===== src/rtl/keypad_scanner.sv =====
// 4x4 keypad scanner: walks the column decoder, synchronises and debounces the rows,
// rejects ghost/multi-key scans and reports one key code with a one-cycle strobe per press.
module keypad_scanner #(
    parameter int SCAN_DIV       = 50000,
    parameter int DEBOUNCE_SCANS = 4
) (
    input  logic       clk,
    input  logic       rst,
    input  logic [3:0] row,
    output logic [1:0] col_sel,
    output logic [3:0] key_code,
    output logic       key_valid,
    output logic       key_held
);

    localparam int DIV_W = $clog2(SCAN_DIV);
    localparam int CNT_W = $clog2(DEBOUNCE_SCANS + 1);
    localparam logic [DIV_W-1:0] DIV_LAST = DIV_W'(SCAN_DIV - 1);
    localparam logic [CNT_W-1:0] CNT_LAST = CNT_W'(DEBOUNCE_SCANS - 1);
    localparam logic [CNT_W-1:0] CNT_ONE  = CNT_W'(1);

    typedef enum logic [1:0] {
        IDLE,
        DEBOUNCE,
        PRESSED
    } state_t;

    logic [3:0]       row_meta;
    logic [3:0]       row_sync;
    logic [DIV_W-1:0] div_cnt;
    logic             sample_edge;
    logic             scan_end;

    logic             col_none;
    logic             col_one;
    logic             col_multi;
    logic [1:0]       col_row;

    logic             acc_one;
    logic             acc_bad;
    logic [3:0]       acc_code;

    logic             scan_one;
    logic [3:0]       scan_code;

    state_t           state;
    state_t           state_next;
    logic [3:0]       cand;
    logic [3:0]       cand_next;
    logic [CNT_W-1:0] cnt;
    logic [CNT_W-1:0] cnt_next;
    logic [CNT_W-1:0] rel_cnt;
    logic [CNT_W-1:0] rel_cnt_next;
    logic             accept;
    logic             release_done;

    // Idle rows read as all-ones, so the synchroniser resets to "no key".
    // NOTE: clocked state uses non-blocking (<=) so every flop samples pre-edge values.
    always_ff @(posedge clk) begin
        if (rst) begin
            row_meta <= 4'hF;
            row_sync <= 4'hF;
        end else begin
            row_meta <= row;
            row_sync <= row_meta;
        end
    end

    assign sample_edge = (div_cnt == DIV_LAST);
    assign scan_end    = sample_edge && (col_sel == 2'd3);

    always_ff @(posedge clk) begin
        if (rst) begin
            div_cnt <= '0;
            col_sel <= 2'd0;
        end else if (sample_edge) begin
            div_cnt <= '0;
            col_sel <= col_sel + 2'd1;
        end else begin
            div_cnt <= div_cnt + 1'b1;
        end
    end

    // NOTE: every always_comb output gets a default first so no path infers a latch.
    always_comb begin
        col_none = (row_sync == 4'b1111);
        col_one  = 1'b0;
        col_row  = 2'd0;
        case (row_sync)
            4'b1110: begin col_one = 1'b1; col_row = 2'd0; end
            4'b1101: begin col_one = 1'b1; col_row = 2'd1; end
            4'b1011: begin col_one = 1'b1; col_row = 2'd2; end
            4'b0111: begin col_one = 1'b1; col_row = 2'd3; end
            default: ;
        endcase
    end

    assign col_multi = !col_none && !col_one;

    // A scan is clean only if exactly one column reported exactly one row.
    assign scan_one  = !acc_bad && !col_multi && (acc_one != col_one);
    assign scan_code = acc_one ? acc_code : {col_row, col_sel};

    always_ff @(posedge clk) begin
        if (rst) begin
            acc_one  <= 1'b0;
            acc_bad  <= 1'b0;
            acc_code <= 4'd0;
        end else if (scan_end) begin
            acc_one  <= 1'b0;
            acc_bad  <= 1'b0;
            acc_code <= 4'd0;
        end else if (sample_edge) begin
            acc_bad <= acc_bad | col_multi | (acc_one & col_one);
            acc_one <= acc_one | col_one;
            if (col_one) begin
                acc_code <= {col_row, col_sel};
            end
        end
    end

    always_ff @(posedge clk) begin
        if (rst) begin
            state   <= IDLE;
            cand    <= 4'd0;
            cnt     <= '0;
            rel_cnt <= '0;
        end else begin
            state   <= state_next;
            cand    <= cand_next;
            cnt     <= cnt_next;
            rel_cnt <= rel_cnt_next;
        end
    end

    always_comb begin
        state_next   = state;
        cand_next    = cand;
        cnt_next     = cnt;
        rel_cnt_next = rel_cnt;
        if (scan_end) begin
            case (state)
                IDLE: begin
                    if (scan_one) begin
                        cand_next  = scan_code;
                        cnt_next   = CNT_ONE;
                        state_next = DEBOUNCE;
                    end
                end
                DEBOUNCE: begin
                    if (scan_one && (scan_code == cand)) begin
                        if (cnt == CNT_LAST) begin
                            state_next   = PRESSED;
                            cnt_next     = '0;
                            rel_cnt_next = '0;
                        end else begin
                            cnt_next = cnt + 1'b1;
                        end
                    end else if (scan_one) begin
                        cand_next = scan_code;
                        cnt_next  = CNT_ONE;
                    end else begin
                        state_next = IDLE;
                        cnt_next   = '0;
                    end
                end
                PRESSED: begin
                    if (scan_one && (scan_code == key_code)) begin
                        rel_cnt_next = '0;
                    end else if (rel_cnt == CNT_LAST) begin
                        state_next   = IDLE;
                        rel_cnt_next = '0;
                    end else begin
                        rel_cnt_next = rel_cnt + 1'b1;
                    end
                end
                default: state_next = IDLE;
            endcase
        end
    end

    always_comb begin
        accept       = (state == DEBOUNCE) && (state_next == PRESSED);
        release_done = (state == PRESSED) && (state_next == IDLE);
    end

    always_ff @(posedge clk) begin
        if (rst) begin
            key_code  <= 4'd0;
            key_valid <= 1'b0;
            key_held  <= 1'b0;
        end else begin
            key_valid <= accept;
            if (accept) begin
                key_code <= cand;
                key_held <= 1'b1;
            end else if (release_done) begin
                key_held <= 1'b0;
            end
        end
    end

endmodule


===== config.mk =====
export PLATFORM = sky130hd
export DESIGN_NAME = keypad_scanner
export DESIGN_NICKNAME = d
export VERILOG_FILES = /design/src/rtl/keypad_scanner.sv
export SDC_FILE = /design/constraint.sdc
export NUM_CORES = 1
export LEC_CHECK = 0
export ABC_AREA = 0
export CELL_PAD_IN_SITES_DETAIL_PLACEMENT = 0
export CELL_PAD_IN_SITES_GLOBAL_PLACEMENT = 1
export CORE_UTILIZATION = 41
export CTS_CLUSTER_SIZE = 10
export DETAILED_ROUTE_END_ITERATION = 8
export GPL_ROUTABILITY_DRIVEN = 1
export PLACE_DENSITY = 0.8
export SLEW_MARGIN = 20
export SYNTH_ARGS = -nofsm -noshare
export SYNTH_HDL_FRONTEND = slang
export SYNTH_SLANG_ARGS = --single-unit

===== constraint.sdc =====
create_clock -name clk -period 2.8 [get_ports clk]
set_clock_uncertainty 0.2 [all_clocks]
set_input_delay 0.42 -clock clk [delete_from_list [all_inputs] [get_ports clk]]
set_output_delay 0.42 -clock clk [all_outputs]
set_load 0.05 [all_outputs]

==> results.md, run 1 <==
- STA puts the critical path data arrival time at roughly 2600 ps.
- The fraction of registers with async set/reset is 0%.
- The total power per unit cell area is 442 mW/mm^2.
- The run finished with clean final reports.
- The clock network power share is a little over a third.
- The die height is slightly above 80 um.
- The total die area is 0.00652 mm^2.
- Net switching is roughly 25% of the power.
- The first-pass iteration count of the detailed router is 4.
- The detail route stage leaves a number of antenna-violating nets equal to 0.
- The met1 usage is a little under a quarter.
- The peak supply drop is around 0.25 mV.
- After clock tree synthesis, the clock-pin slew on the worst setup and hold paths is 100 ps.
- The H-tree generated during clock tree synthesis spans 2 levels.
- The first global-routing pass estimated roughly 9500 um of wire.
- The number of global-route vias before repair is approximately 2000.
- The CTS buffer count is 5.
- Excluding fillers, the count of instances in the completed layout stands at between 300 and 400.
- The insertion delay of the later-clocked pin in the worst-skew pair is between 300 and 400 ps.
- The worst hold path endpoint is row_sync[1].
- In this run the standard cell core region covers between 0.005 and 0.006 mm^2.
- The die width is roughly 81 um.
- Of the total power, combinational logic draws 8.4%.
- The initial utilization of the core area, before any placement, comes to 42.7%.
- The fraction of layout cells with a size suffix above 1 is between 10% and 20%.
- The worst path needs 2580 ps of the cycle, external delays included.
- STA puts the critical path data required time at 2810 ps.
- The worst path meets setup with about 220 ps of slack.
- By instance count, the leading cell after synthesis is sky130_fd_sc_hd__dfxtp_1.
- The maximum fanout encountered on the critical timing path is 6.
- The sequential cell area is about 0.0010 mm^2.
- The min-delay analysis places its worst path in the category reg -> reg.
- The top cell type by area accounts for approximately two fifths of the synthesized area.
- Of all cell types, the one taking the most synthesized area is sky130_fd_sc_hd__dfxtp_1.
- The clock sink count is 50.
- The fill cell instance count of the final layout is approximately 580.
- After layout, the worst path uses 92.1% of the clock period.
- Setup violations remaining at the end of the flow were counted as 0.
- By count the netlist is led by sky130_fd_sc_hd__dfxtp_1, sky130_fd_sc_hd__nor2_1, sky130_fd_sc_hd__nand2_1.
- In the final layout, the multi-input gates occupy roughly 0.0015 mm^2.
- Counting flops and latches in the post-synthesis netlist gives 50.
- After the last flow step, the layout net total stands at 320.
- The total power consumption of the routed design is 1290 uW.
- The transition at the pin with the smallest max-transition slack is between 500 and 600 ps.
- The setup TNS is 0 ps.
- The number of violations of the max-capacitance limit is 0.
- The weighted congestion reported at the end of routability-driven placement is ~0.83.
- Sequential cells account for 56.5% of the total power.
- The cell count after placement is about 380.
- The total length of routed wires is ~5500 um.
- The number of placement rows is 28.
- Traced cell by cell, the critical path runs through nand2_1 > nor3b_1 > a21o_1 > inv_1 > ha_1 > nand2b_1 > a21oi_2 > nand4_1 > a21oi_4 > mux2_2.
- The TritonCTS clock tree is done.
- Clock tree synthesis selected as its root buffer the cell sky130_fd_sc_hd__clkbuf_8.
- A synthesized cell averages 8.86 um^2.
- The aggregate global routing overflow is 0.
- The final standard cell utilization of the core is around half.
- The worst register-to-register path begins at row_sync[2].
- The area growth from synthesis to final layout is 15.2%.
- The fmax is 0.388 GHz.
- The number of warning messages in the yosys log is 0.
- The worst setup path is launched from a flop.
- The cell area after synthesis is around 0.0025 mm^2.
- The analysis attributes to cell leakage a power of between 0.001 and 0.0015 uW.
- The internal portion of the total power is ~970 uW.
- For this run, the slowest stage of the critical path takes between 400 and 500 ps.
- Using the TritonRoute via totals, the vias-per-cell ratio works out to 5.53.
- The number of cells on the worst reg-to-reg path is 10.
- The buffer and inverter count on the worst path is 1.
- In this run the tool buffered the top-level ports with 13 buffer cells.
- On the critical path, the stage with the largest delay is an instance of sky130_fd_sc_hd__dfxtp_1.
- The most used flip-flop cell after synthesis is sky130_fd_sc_hd__dfxtp_1.
- For this run, global-route usage on met3 was measured as 3.37%.
- The reg-to-reg setup timing slack is roughly 220 ps.
- For this block, the via count after detailed routing is between 2000 and 2500.
- The worst hold path begins at row_meta[1].
- Setup repair after global routing left no endpoint under its margin.
- The final count of pins violating max slew is 0.
- The number of enable flip-flop cells after synthesis is 0.
- The worst register-to-register path ends at cand[0].
- After detailed routing, the number of remaining DRC violations is 0.
- The critical path is of the reg -> reg type.
- Global routing used a little under a fifth of the available tracks across all layers.
- The synthesized instance count is about 290.
- The power spent charging and discharging nets is around 320 uW.
- The depth of the worst hold-timing path is 1.
- The HPWL reported at the end of detailed placement is roughly 4100 um.
- met2 is the most crowded layer.
- The pin count of the biggest net entering global routing is 35.
- The met2 routing resource usage after global routing is 33.6%.
- The kind of cell with the highest combined delay along the critical path is simple AND/OR/NAND/NOR gates.
- After detailed routing, the average wire length per cell comes to 14.4 um.
- The top-level port count is 14.
- In the post-synthesis netlist, the biggest area contributors are sky130_fd_sc_hd__dfxtp_1, sky130_fd_sc_hd__xnor2_1, sky130_fd_sc_hd__nor2_1, sky130_fd_sc_hd__nand2_1, sky130_fd_sc_hd__mux2_2.
- In this run the tightest slew margin relative to its limit is between 50% and 60%.
- The endpoint type of the worst setup path is a flop.
- OpenSTA, run right after detailed placement, puts the worst setup slack at 148 ps.
- The number of DRC markers in iteration 0 is approximately 110.
- The number of antenna violations at the first check in global routing was 0.
- The clock passes through at most 2 buffers.
- Sequential cells were found to cover between 30% and 40% of the synthesized design area.
- The post-synth net total is ~300.
- The number of endpoints with negative hold slack in the final report is 0.
- Synthesis instantiated 53 different standard cells from the library.
- The antenna diode count is 0.
==> kinds of logic after synthesis <==
kind of cell	count (synthesis)	share of synthesized area, %
AO/OA/AOI/OAI	49	14.1
multiplexers	12	5.07
buffers and inverters	23	3.54
XOR/XNOR	21	7.23
adder cells (fa/ha/maj)	6	2.95
AND/OR/NAND/NOR	126	27.7
flip-flops	50	39.4
==> state kept, by name, indices dropped and copies added, names as in the netlist, 2 cells and up <==
| name | count |
|---|---|
| acc_code | 4 |
| row_sync | 4 |
| row_meta | 4 |
| rel_cnt | 3 |
| state | 2 |
| cand | 4 |
| key_code | 4 |
| cnt | 3 |
| div_cnt | 16 |
| col_sel | 2 |
==> worst max path at each step <==
stage	slack (ps)	endpoint	from	cells after the start
global route	20	key_code[2]	row_sync[2]	10
finish	220	cand[0]	row_sync[2]	10
global placement	200	cand[2]	row_sync[0]	10
CTS	120	cand[2]	row_sync[2]	10
floorplan	70	cand[0]	row_sync[0]	11
detailed placement	150	cand[2]	row_sync[2]	10
==> layout make-up <==
cell class              count  share of cell area, %
inverters                  10                   1.28
repair buffers             27                   8.03
clock buffers               6                   2.82
multi-input cells         214                   49.9
clock inverters             2                  0.555
well taps                  75                   3.20
flip-flops and latches     50                   34.2
==> metal layers <==
layer	part of all wire, %	routed length [um]
met5	0	0
met2	49	2740
met4	1.5	82
met3	2.2	119
met1	47	2600
==> through the flow <==
stage / cell area [um^2] / hold slack, ps
2_1_floorplan: 2540 / 189
3_3_place_gp: 2820 / 199
3_5_place_dp: 2820 / 198
4_1_cts: 2920 / 222
5_1_grt: 2930 / 244
6_report: 2930 / 220
==> placed cells by master (no fill, tap or decap), types with 6 or more instances in the layout <==
master,netlist,final
sky130_fd_sc_hd__o21ai_0,8,8
sky130_fd_sc_hd__dfxtp_1,50,50
sky130_fd_sc_hd__xor2_1,8,8
sky130_fd_sc_hd__nand4_1,8,8
sky130_fd_sc_hd__nor2b_1,9,9
sky130_fd_sc_hd__or2_2,10,10
sky130_fd_sc_hd__xnor2_1,13,13
sky130_fd_sc_hd__inv_1,10,10
sky130_fd_sc_hd__nor2_1,25,25
sky130_fd_sc_hd__ha_1,6,6
sky130_fd_sc_hd__mux2_2,7,7
sky130_fd_sc_hd__clkbuf_8,0,6
sky130_fd_sc_hd__clkdlybuf4s50_1,0,13
sky130_fd_sc_hd__nand3_1,14,14
sky130_fd_sc_hd__buf_4,0,14
sky130_fd_sc_hd__nor3_1,6,6
sky130_fd_sc_hd__nand2_1,22,22
sky130_fd_sc_hd__a21oi_1,14,13
==> timing repair <==
item                       in CTS  in global routing
buffers inserted                0                  0
resized for setup               0                  2
hold buffers                    0                  0
setup endpoints to repair       0                  7
==> power groups by stage <==
| stage | combinational [uW] | sequential (uW) | clock, uW |
|---|---|---|---|
| floorplan | 69.0 | 745 | 0 |
| global placement | 107 | 747 | 0 |
| detailed placement | 107 | 748 | 0 |
| CTS | 107 | 731 | 468 |
| global route | 121 | 733 | 500 |
| finish | 108 | 731 | 454 |
Note: power is estimated with default switching activity, not from simulation.
==> run 2, diff against run 1 <==
--- a/config.mk
+++ b/config.mk
@@ -6,8 +6,11 @@
 export NUM_CORES = 1
 export LEC_CHECK = 0
 export ABC_AREA = 0
+export ABC_CLOCK_PERIOD_IN_PS = 2800
 export CELL_PAD_IN_SITES_DETAIL_PLACEMENT = 0
 export CELL_PAD_IN_SITES_GLOBAL_PLACEMENT = 1
+export CORE_ASPECT_RATIO = 0.8
+export CORE_MARGIN = 2
 export CORE_UTILIZATION = 41
 export CTS_CLUSTER_SIZE = 10
 export DETAILED_ROUTE_END_ITERATION = 8
==> run 2 against run 1 <==
First-iteration DRC count up 2.7%. Total power fell by 1.2%. Fmax decreased by 0.86%. Die area rose by 5.1%. Final cell count increased by 1.0%. Sequential power hardly changed. Critical path depth unchanged. Clock-buffer cell count stayed put. Final area down 0.17%. Utilization is essentially flat. Wire length decreased by 0.49%. Non-clock buffer count fell by 2. Critical path type unchanged. Critical endpoint is now cand[1]. Highest routed layer unchanged.
==> results.md, run 2 (synthesized netlist as in run 1, its figures left out) <==
- Run status: completed (unchanged).
- The remaining design rule violation count was 0 (unchanged).
- The die width is 92.0 um (was 80.7 um).
- The total of endpoints with negative setup slack in the final report is 0 (unchanged).
- The aggregate global-route resource usage was 17.4% (was 19.1%).
- The maximum fanout encountered on the critical timing path is 6 (unchanged).
- The most common library cell in the layout ignoring fill and taps is sky130_fd_sc_hd__dfxtp_1 (unchanged).
- The area growth from synthesis to final layout was 15.0% (was 15.2%).
- The total number of H-tree levels is 2 (unchanged).
- The top-level port count was 14 (unchanged).
- The required time reported for the critical path endpoint is 2810 ps (about the same).
- The global-route wire length before repair came to 9320 um (was 9490 um).
- The total via count in the routed design came to 2069 (was 2122).
- The post-route clock period utilization is 92.9% (was 92.1%).
- The number of antenna violations at the first check in global routing came to 0 (unchanged).
- The number of DRC markers in iteration 0 was 114 (was 111).
- The met2 routing resource usage after global routing is 25.2% (was 33.6%).
- The setup TNS is 0 ps (unchanged).
- The kind of path behind the tightest hold check is reg -> reg (unchanged).
- The fmax is 0.384 GHz (was 0.388 GHz).
- The final period demand of the worst path is 2600 ps (was 2580 ps).
- The floorplan core area is 0.00594 mm^2 (was 0.00596 mm^2).
- The die height is 74.4 um (was 80.7 um).
- The aggregate global routing overflow is 0 (unchanged).
- The final standard cell utilization of the core is 49.2% (about the same).
- The worst hold path endpoint is row_sync[2] (was row_sync[1]).
- The reg-to-reg setup timing slack is 200 ps (was 220 ps).
- The wire length per cell is 14.2 um (was 14.4 um).
- The depth of the worst hold-timing path was 1 (unchanged).
- The largest register by flop count was div_cnt (unchanged).
- The HPWL reported at the end of detailed placement is 4070 um (was 4060 um).
- The peak supply drop is 0.258 mV (was 0.253 mV).
- The CTS buffer count is 5 (unchanged).
- Unrepaired setup endpoints after global routing: false (unchanged).
- The TritonCTS clock tree is done (unchanged).
- The number of violations of the max-capacitance limit came to 0 (unchanged).
- The hold buffer count at CTS came to 0 (unchanged).
- The met3 usage in global routing is 3.44% (was 3.37%).
- The path depth of the worst reg2reg path is 10 (unchanged).
- The pin count of the biggest net entering global routing was 35 (unchanged).
- The worst-case clock buffer depth is 2 (unchanged).
- The port buffer count is 13 (unchanged).
- The fill cell instance count of the final layout is 589 (was 584).
- The clock-pin slew on the worst setup and hold paths is 100 ps (about the same).
- The relative slew slack is 60.8% (was 59.6%).
- The reg-to-reg critical path startpoint is row_sync[2] (unchanged).
- The leakage power summed over all cells is 0.00105 uW (was 0.00106 uW).
- The number of endpoints with negative hold slack in the final report is 0 (unchanged).
- The classification of the worst setup path is reg -> reg (unchanged).
- The total power per unit cell area is 437 mW/mm^2 (was 442 mW/mm^2).
- The endpoint of the worst-slack reg-to-reg timing path is cand[1] (was cand[0]).
- The transition at the pin with the smallest max-transition slack is 581 ps (was 598 ps).
- The total die area is 0.00685 mm^2 (was 0.00652 mm^2).
- The post-detailed-route count of antenna-violating nets is 0 (unchanged).
- The fraction of layout cells with a size suffix above 1 is 15.6% (was 15.2%).
- The arrival time of the worst setup path is 2620 ps (was 2590 ps).
- The startpoint of the worst hold path is row_meta[2] (was row_meta[1]).
- The root buffer cell was sky130_fd_sc_hd__clkbuf_8 (unchanged).
- The number of global-route vias before repair was 1905 (was 2043).
- The total length of routed wires came to 5510 um (was 5530 um).
- Commonest cells after routing, fill and taps aside: sky130_fd_sc_hd__dfxtp_1, sky130_fd_sc_hd__nor2_1, sky130_fd_sc_hd__nand2_1 (unchanged).
- The clock sink count is 50 (unchanged).
- The number of placement rows is 25 (was 28).
- The final count of pins violating max slew is 0 (unchanged).
- The first-pass iteration count of the detailed router is 4 (unchanged).
- The flip-flop count of the largest register, all copies and words added is 16 (unchanged).
- The routed via count divided by cell count is 5.33 (was 5.53).
- The met1 usage is 25.4% (was 23.5%).
- The insertion delay of the later-clocked pin in the worst-skew pair is 310 ps (about the same).
- The startpoint kind of the worst setup timing path is a flop (unchanged).
- The number of nets in the layout is 318 (was 320).
- The starting density of the core is 42.8% (was 42.7%).
- The weighted congestion reported at the end of routability-driven placement was 0.857 (was 0.826).
- The endpoint type of the worst setup path is a flop (unchanged).
- The busiest layer in global routing is met1 (was met2).
- The antenna diode count is 0 (unchanged).
[run 2: cell count changes in the layout (fill, tap and decap cells not counted), sizes merged]
cell,before,now
buf,14,12
clkinv,0,1
inv,11,10
[run 2: where the power goes]
group,switching (uW),total (uW),internal (uW),leakage (uW)
registers,9.28,732,722,0.000404
clock network,244,443,199,0.0000472
logic,59.0,104,44.6,0.000598
total,312,1280,966,0.00105
[run 2: layer usage]
metal	part of all wire, %	vias to the layer above
met3	3.8	9
li1	-	1072
met4	1.8	0
met1	53	956
met5	0	-
met2	41	32
[run 2: area by class of cell]
| type | instances | area [um^2] | share of cell area, % |
|---|---|---|---|
| inverter | 10 | 37.5 | 1.28 |
| tap | 81 | 101 | 3.47 |
| clock inverter | 2 | 12.5 | 0.428 |
| clock buffer | 6 | 82.6 | 2.82 |
| sequential | 50 | 1000 | 34.4 |
| timing repair buffer | 25 | 220 | 7.53 |
| multi-input combinational | 214 | 1470 | 50.1 |
[run 2: how the worst max path moves through the flow]
stage / from / end / slack, ps / depth (start not counted)
finish: row_sync[2] / cand[1] / 200 / 10
global route: row_sync[3] / cand[2] / 10 / 10
CTS: row_sync[2] / cand[1] / 100 / 10
detailed placement: row_sync[2] / cand[1] / 120 / 10
global placement: row_sync[2] / cand[0] / 250 / 10
floorplan: row_sync[0] / cand[0] / 70 / 11
[run 2: worst max-delay path, cell delays in order, from the launching register on]
cell and delay (ps):
sky130_fd_sc_hd__dfxtp_2 400, sky130_fd_sc_hd__nand2_1 80, sky130_fd_sc_hd__nor3b_1 270, sky130_fd_sc_hd__a21o_1 140, sky130_fd_sc_hd__inv_1 40, sky130_fd_sc_hd__ha_1 260
sky130_fd_sc_hd__nand2b_1 80, sky130_fd_sc_hd__a21oi_1 200, sky130_fd_sc_hd__nand4_1 230, sky130_fd_sc_hd__a21oi_4 250, sky130_fd_sc_hd__mux2_2 360
[run 2: what timing repair did]
action,CTS,global route
buffers inserted,0,0
setup endpoints to repair,0,8
resized for setup,0,5
[run 2: metrics by stage]
| step | instances | setup WS (ps) | total power (uW) | hold slack [ps] | area [um^2] |
|---|---|---|---|---|---|
| global route | 388 | 9.81 | 1340 | 234 | 2920 |
| floorplan | 287 | 65.8 | 814 | 189 | 2540 |
| finish | 388 | 198 | 1280 | 210 | 2920 |
| CTS | 388 | 100 | 1290 | 220 | 2910 |
| detailed placement | 380 | 121 | 851 | 200 | 2810 |
| global placement | 380 | 250 | 850 | 215 | 2810 |
==> run 3, diff against run 2 <==
--- a/config.mk
+++ b/config.mk
@@ -10,7 +10,6 @@
 export CELL_PAD_IN_SITES_DETAIL_PLACEMENT = 0
 export CELL_PAD_IN_SITES_GLOBAL_PLACEMENT = 1
 export CORE_ASPECT_RATIO = 0.8
-export CORE_MARGIN = 2
 export CORE_UTILIZATION = 41
 export CTS_CLUSTER_SIZE = 10
 export DETAILED_ROUTE_END_ITERATION = 8
==> run 3 against run 2 <==
Final cell count down 0.52%. Final area shrank 0.64%. First-iteration DRC count is 6.1% higher. Register-to-register slack about the same. Die area is 4.8% lower. Clock-buffer cell count down 1. Critical endpoint is now cand[2]. Largest cell class unchanged.
==> results.md, run 3 (synthesized netlist as in run 1, its figures left out) <==
- The top-level port count is 14 (unchanged).
- The most common library cell in the layout ignoring fill and taps was sky130_fd_sc_hd__dfxtp_1 (unchanged).
- The reg-to-reg critical path startpoint is row_sync[0] (was row_sync[2]).
- The total area of multi-input combinational cells is 0.00147 mm^2 (about the same).
- The maximum fanout encountered on the critical timing path is 6 (unchanged).
- The classification of the worst setup path is reg -> reg (unchanged).
- The total power per unit cell area is 424 mW/mm^2 (was 437 mW/mm^2).
- Commonest cells after routing, fill and taps aside: sky130_fd_sc_hd__dfxtp_1, sky130_fd_sc_hd__nor2_1, sky130_fd_sc_hd__nand2_1 (unchanged).
- The number of violations of the max-capacitance limit is 0 (unchanged).
- The number of endpoints with negative hold slack in the final report is 0 (unchanged).
- The clock sink count is 50 (unchanged).
- Unrepaired setup endpoints after global routing: false (unchanged).
- The fmax is 0.383 GHz (was 0.384 GHz).
- The antenna diode count is 0 (unchanged).
- The final period demand of the worst path came to 2610 ps (was 2600 ps).
- The global-route wire length before repair was 9120 um (was 9320 um).
- The required time reported for the critical path endpoint is 2790 ps (was 2810 ps).
- The wire length per cell is 14.1 um (was 14.2 um).
- The floorplan core area is 0.00594 mm^2 (unchanged).
- The clock-pin slew on the worst setup and hold paths was 90 ps (was 100 ps).
- The startpoint kind of the worst setup timing path is a flop (unchanged).
- The total die area is 0.00652 mm^2 (was 0.00685 mm^2).
- The insertion delay of the later-clocked pin in the worst-skew pair is 300 ps (was 310 ps).
- The peak supply drop is 0.292 mV (was 0.258 mV).
- The pin count of the biggest net entering global routing was 35 (unchanged).
- The startpoint of the worst hold path is row_meta[0] (was row_meta[2]).
- The fraction of layout cells with a size suffix above 1 is 15.1% (was 15.6%).
- The starting density of the core is 42.8% (unchanged).
- Critical path, cell by cell: nand2_1 > nor3b_2 > a21o_1 > inv_1 > ha_1 > nand2b_1 > a21oi_1 > nand4_1 > a21oi_4 > mux2_2 (was nand2_1 > nor3b_1 > a21o_1 > inv_1 > ha_1 > nand2b_1 > a21oi_1 > nand4_1 > a21oi_4 > mux2_2).
- The remaining design rule violation count was 0 (unchanged).
- The final count of pins violating max slew is 0 (unchanged).
- The weighted congestion reported at the end of routability-driven placement is 0.876 (was 0.857).
- The total of endpoints with negative setup slack in the final report is 0 (unchanged).
- The HPWL reported at the end of detailed placement came to 3970 um (was 4070 um).
- The number of DRC markers in iteration 0 is 121 (was 114).
- The largest register by flop count is div_cnt (unchanged).
- The die width is 90.0 um (was 92.0 um).
- The post-CTS setup-driven buffer insertion count is 0 (unchanged).
- The source of the critical timing path is row_sync[0] (was row_sync[2]).
- The hold buffer count at CTS is 0 (unchanged).
- The sequential cell area is 0.00100 mm^2 (about the same).
- The reg-to-reg setup timing slack is 190 ps (was 200 ps).
- The total length of routed wires is 5450 um (was 5510 um).
- The area growth from synthesis to final layout was 14.3% (was 15.0%).
- The cell count after placement was 379 (was 380).
- The worst-case clock buffer depth came to 2 (unchanged).
- The routed via count divided by cell count is 5.44 (was 5.33).
- The total power consumption of the routed design is 1230 uW (was 1280 uW).
- The CTS buffer count came to 5 (unchanged).
- The total via count in the routed design came to 2101 (was 2069).
- The aggregate global routing overflow is 0 (unchanged).
- The post-route clock period utilization was 93.2% (was 92.9%).
- The leakage power summed over all cells is 0.00105 uW (about the same).
- The number of global-route vias before repair is 1821 (was 1905).
- The post-detailed-route count of antenna-violating nets came to 0 (unchanged).
- Run status: completed (unchanged).
- The flip-flop count of the largest register, all copies and words added was 16 (unchanged).
- The die height is 72.4 um (was 74.4 um).
- The cell at the slowest stage of the critical path is sky130_fd_sc_hd__dfxtp_1 (was sky130_fd_sc_hd__dfxtp_2).
- The endpoint type of the worst setup path is a flop (unchanged).
- The kind of path behind the tightest hold check was reg -> reg (unchanged).
- The number of antenna violations at the first check in global routing is 0 (unchanged).
- The endpoint of the worst-slack reg-to-reg timing path is cand[2] (was cand[1]).
- The relative slew slack is 58.3% (was 60.8%).
- The number of placement rows was 25 (unchanged).
- The TritonCTS clock tree was done (unchanged).
- The transition at the pin with the smallest max-transition slack is 617 ps (was 581 ps).
- The aggregate global-route resource usage is 17.5% (was 17.4%).
- The fill cell instance count of the final layout is 577 (was 589).
- The port buffer count came to 13 (unchanged).
- The delay of the slowest critical-path stage is 440 ps (was 400 ps).
- The root buffer cell is sky130_fd_sc_hd__clkbuf_8 (unchanged).
- The first-pass iteration count of the detailed router was 4 (unchanged).
- The number of nets in the layout is 317 (was 318).
- The setup TNS is 0 ps (unchanged).
- The total number of H-tree levels is 2 (unchanged).
- The worst setup path endpoint was cand[2] (was cand[1]).
- The post-route non-filler standard cell count is 386 (was 388).
- The path depth of the worst reg2reg path was 10 (unchanged).
- The arrival time of the worst setup path is 2600 ps (was 2620 ps).
## run 3: cell count changes in the layout (fill, tap and decap cells not counted)
cell and change:
sky130_fd_sc_hd__nor4b_2 -1, sky130_fd_sc_hd__clkinv_2 +1, sky130_fd_sc_hd__clkbuf_8 -1, sky130_fd_sc_hd__dfxtp_1 +1, sky130_fd_sc_hd__clkinvlp_4 -1, sky130_fd_sc_hd__nor4b_1 +1
sky130_fd_sc_hd__nor3b_1 -1, sky130_fd_sc_hd__buf_4 -1, sky130_fd_sc_hd__xnor2_2 +1, sky130_fd_sc_hd__dfxtp_2 -1, sky130_fd_sc_hd__xnor2_1 -1, sky130_fd_sc_hd__nor3b_2 +1
## run 3: metrics by stage
step / setup slack [ps] / cell area [um^2] / util, % / hold slack (ps)
2_1_floorplan: 65.8 / 2540 / - / 189
3_3_place_gp: 227 / 2800 / 47.2 / 211
3_5_place_dp: 140 / 2800 / 47.2 / 206
4_1_cts: 109 / 2880 / 48.5 / 228
5_1_grt: 4.52 / 2910 / 48.9 / 245
6_report: 191 / 2910 / 48.9 / 224
## run 3: where the power goes
part	switching, uW	internal, uW	total [uW]
registers	9.73	722	732
logic	59.8	43.9	104
clock network	228	168	397
total	298	934	1230
## run 3: area by class of cell
class / count / area share [%]
sequential: 50 / 34.5
clock buffer: 5 / 2.37
timing repair buffer: 24 / 7.32
inverter: 10 / 1.29
clock inverter: 2 / 0.345
multi-input combinational: 214 / 50.6
tap: 81 / 3.49
## run 3: per-layer routing
| layer | track usage, % | part of all wire [%] | vias up |
|---|---|---|---|
| met3 | 3.56 | 4.7 | 4 |
| met1 | 26.3 | 54 | 983 |
| met5 | 0 | 0 | - |
| li1 | - | - | 1074 |
| met2 | 25.2 | 41 | 40 |
| met4 | 4.84 | 0.81 | 0 |
## run 3: worst min-delay path by stage
| stage | end | slack (ps) | cells after the start |
|---|---|---|---|
| detailed placement | row_sync[0] | 210 | 1 |
| floorplan | row_sync[0] | 190 | 1 |
| CTS | row_sync[0] | 230 | 1 |
| global placement | row_sync[2] | 210 | 1 |
| global route | row_sync[0] | 240 | 1 |
| finish | row_sync[0] | 220 | 1 |
## run 3: critical path: cells and delay by family, from the launching register on
family          cells  cell delay, ps
simple gates        4             630
compound gates      3             570
flops               1             440
mux                 1             350
fa+ha+maj           1             260
buf+inv             1              50
## run 3: timing repair
action	4_1_cts	5_1_grt
hold endpoints to repair	0	0
gates resized for setup	0	5
setup endpoints to repair	0	8
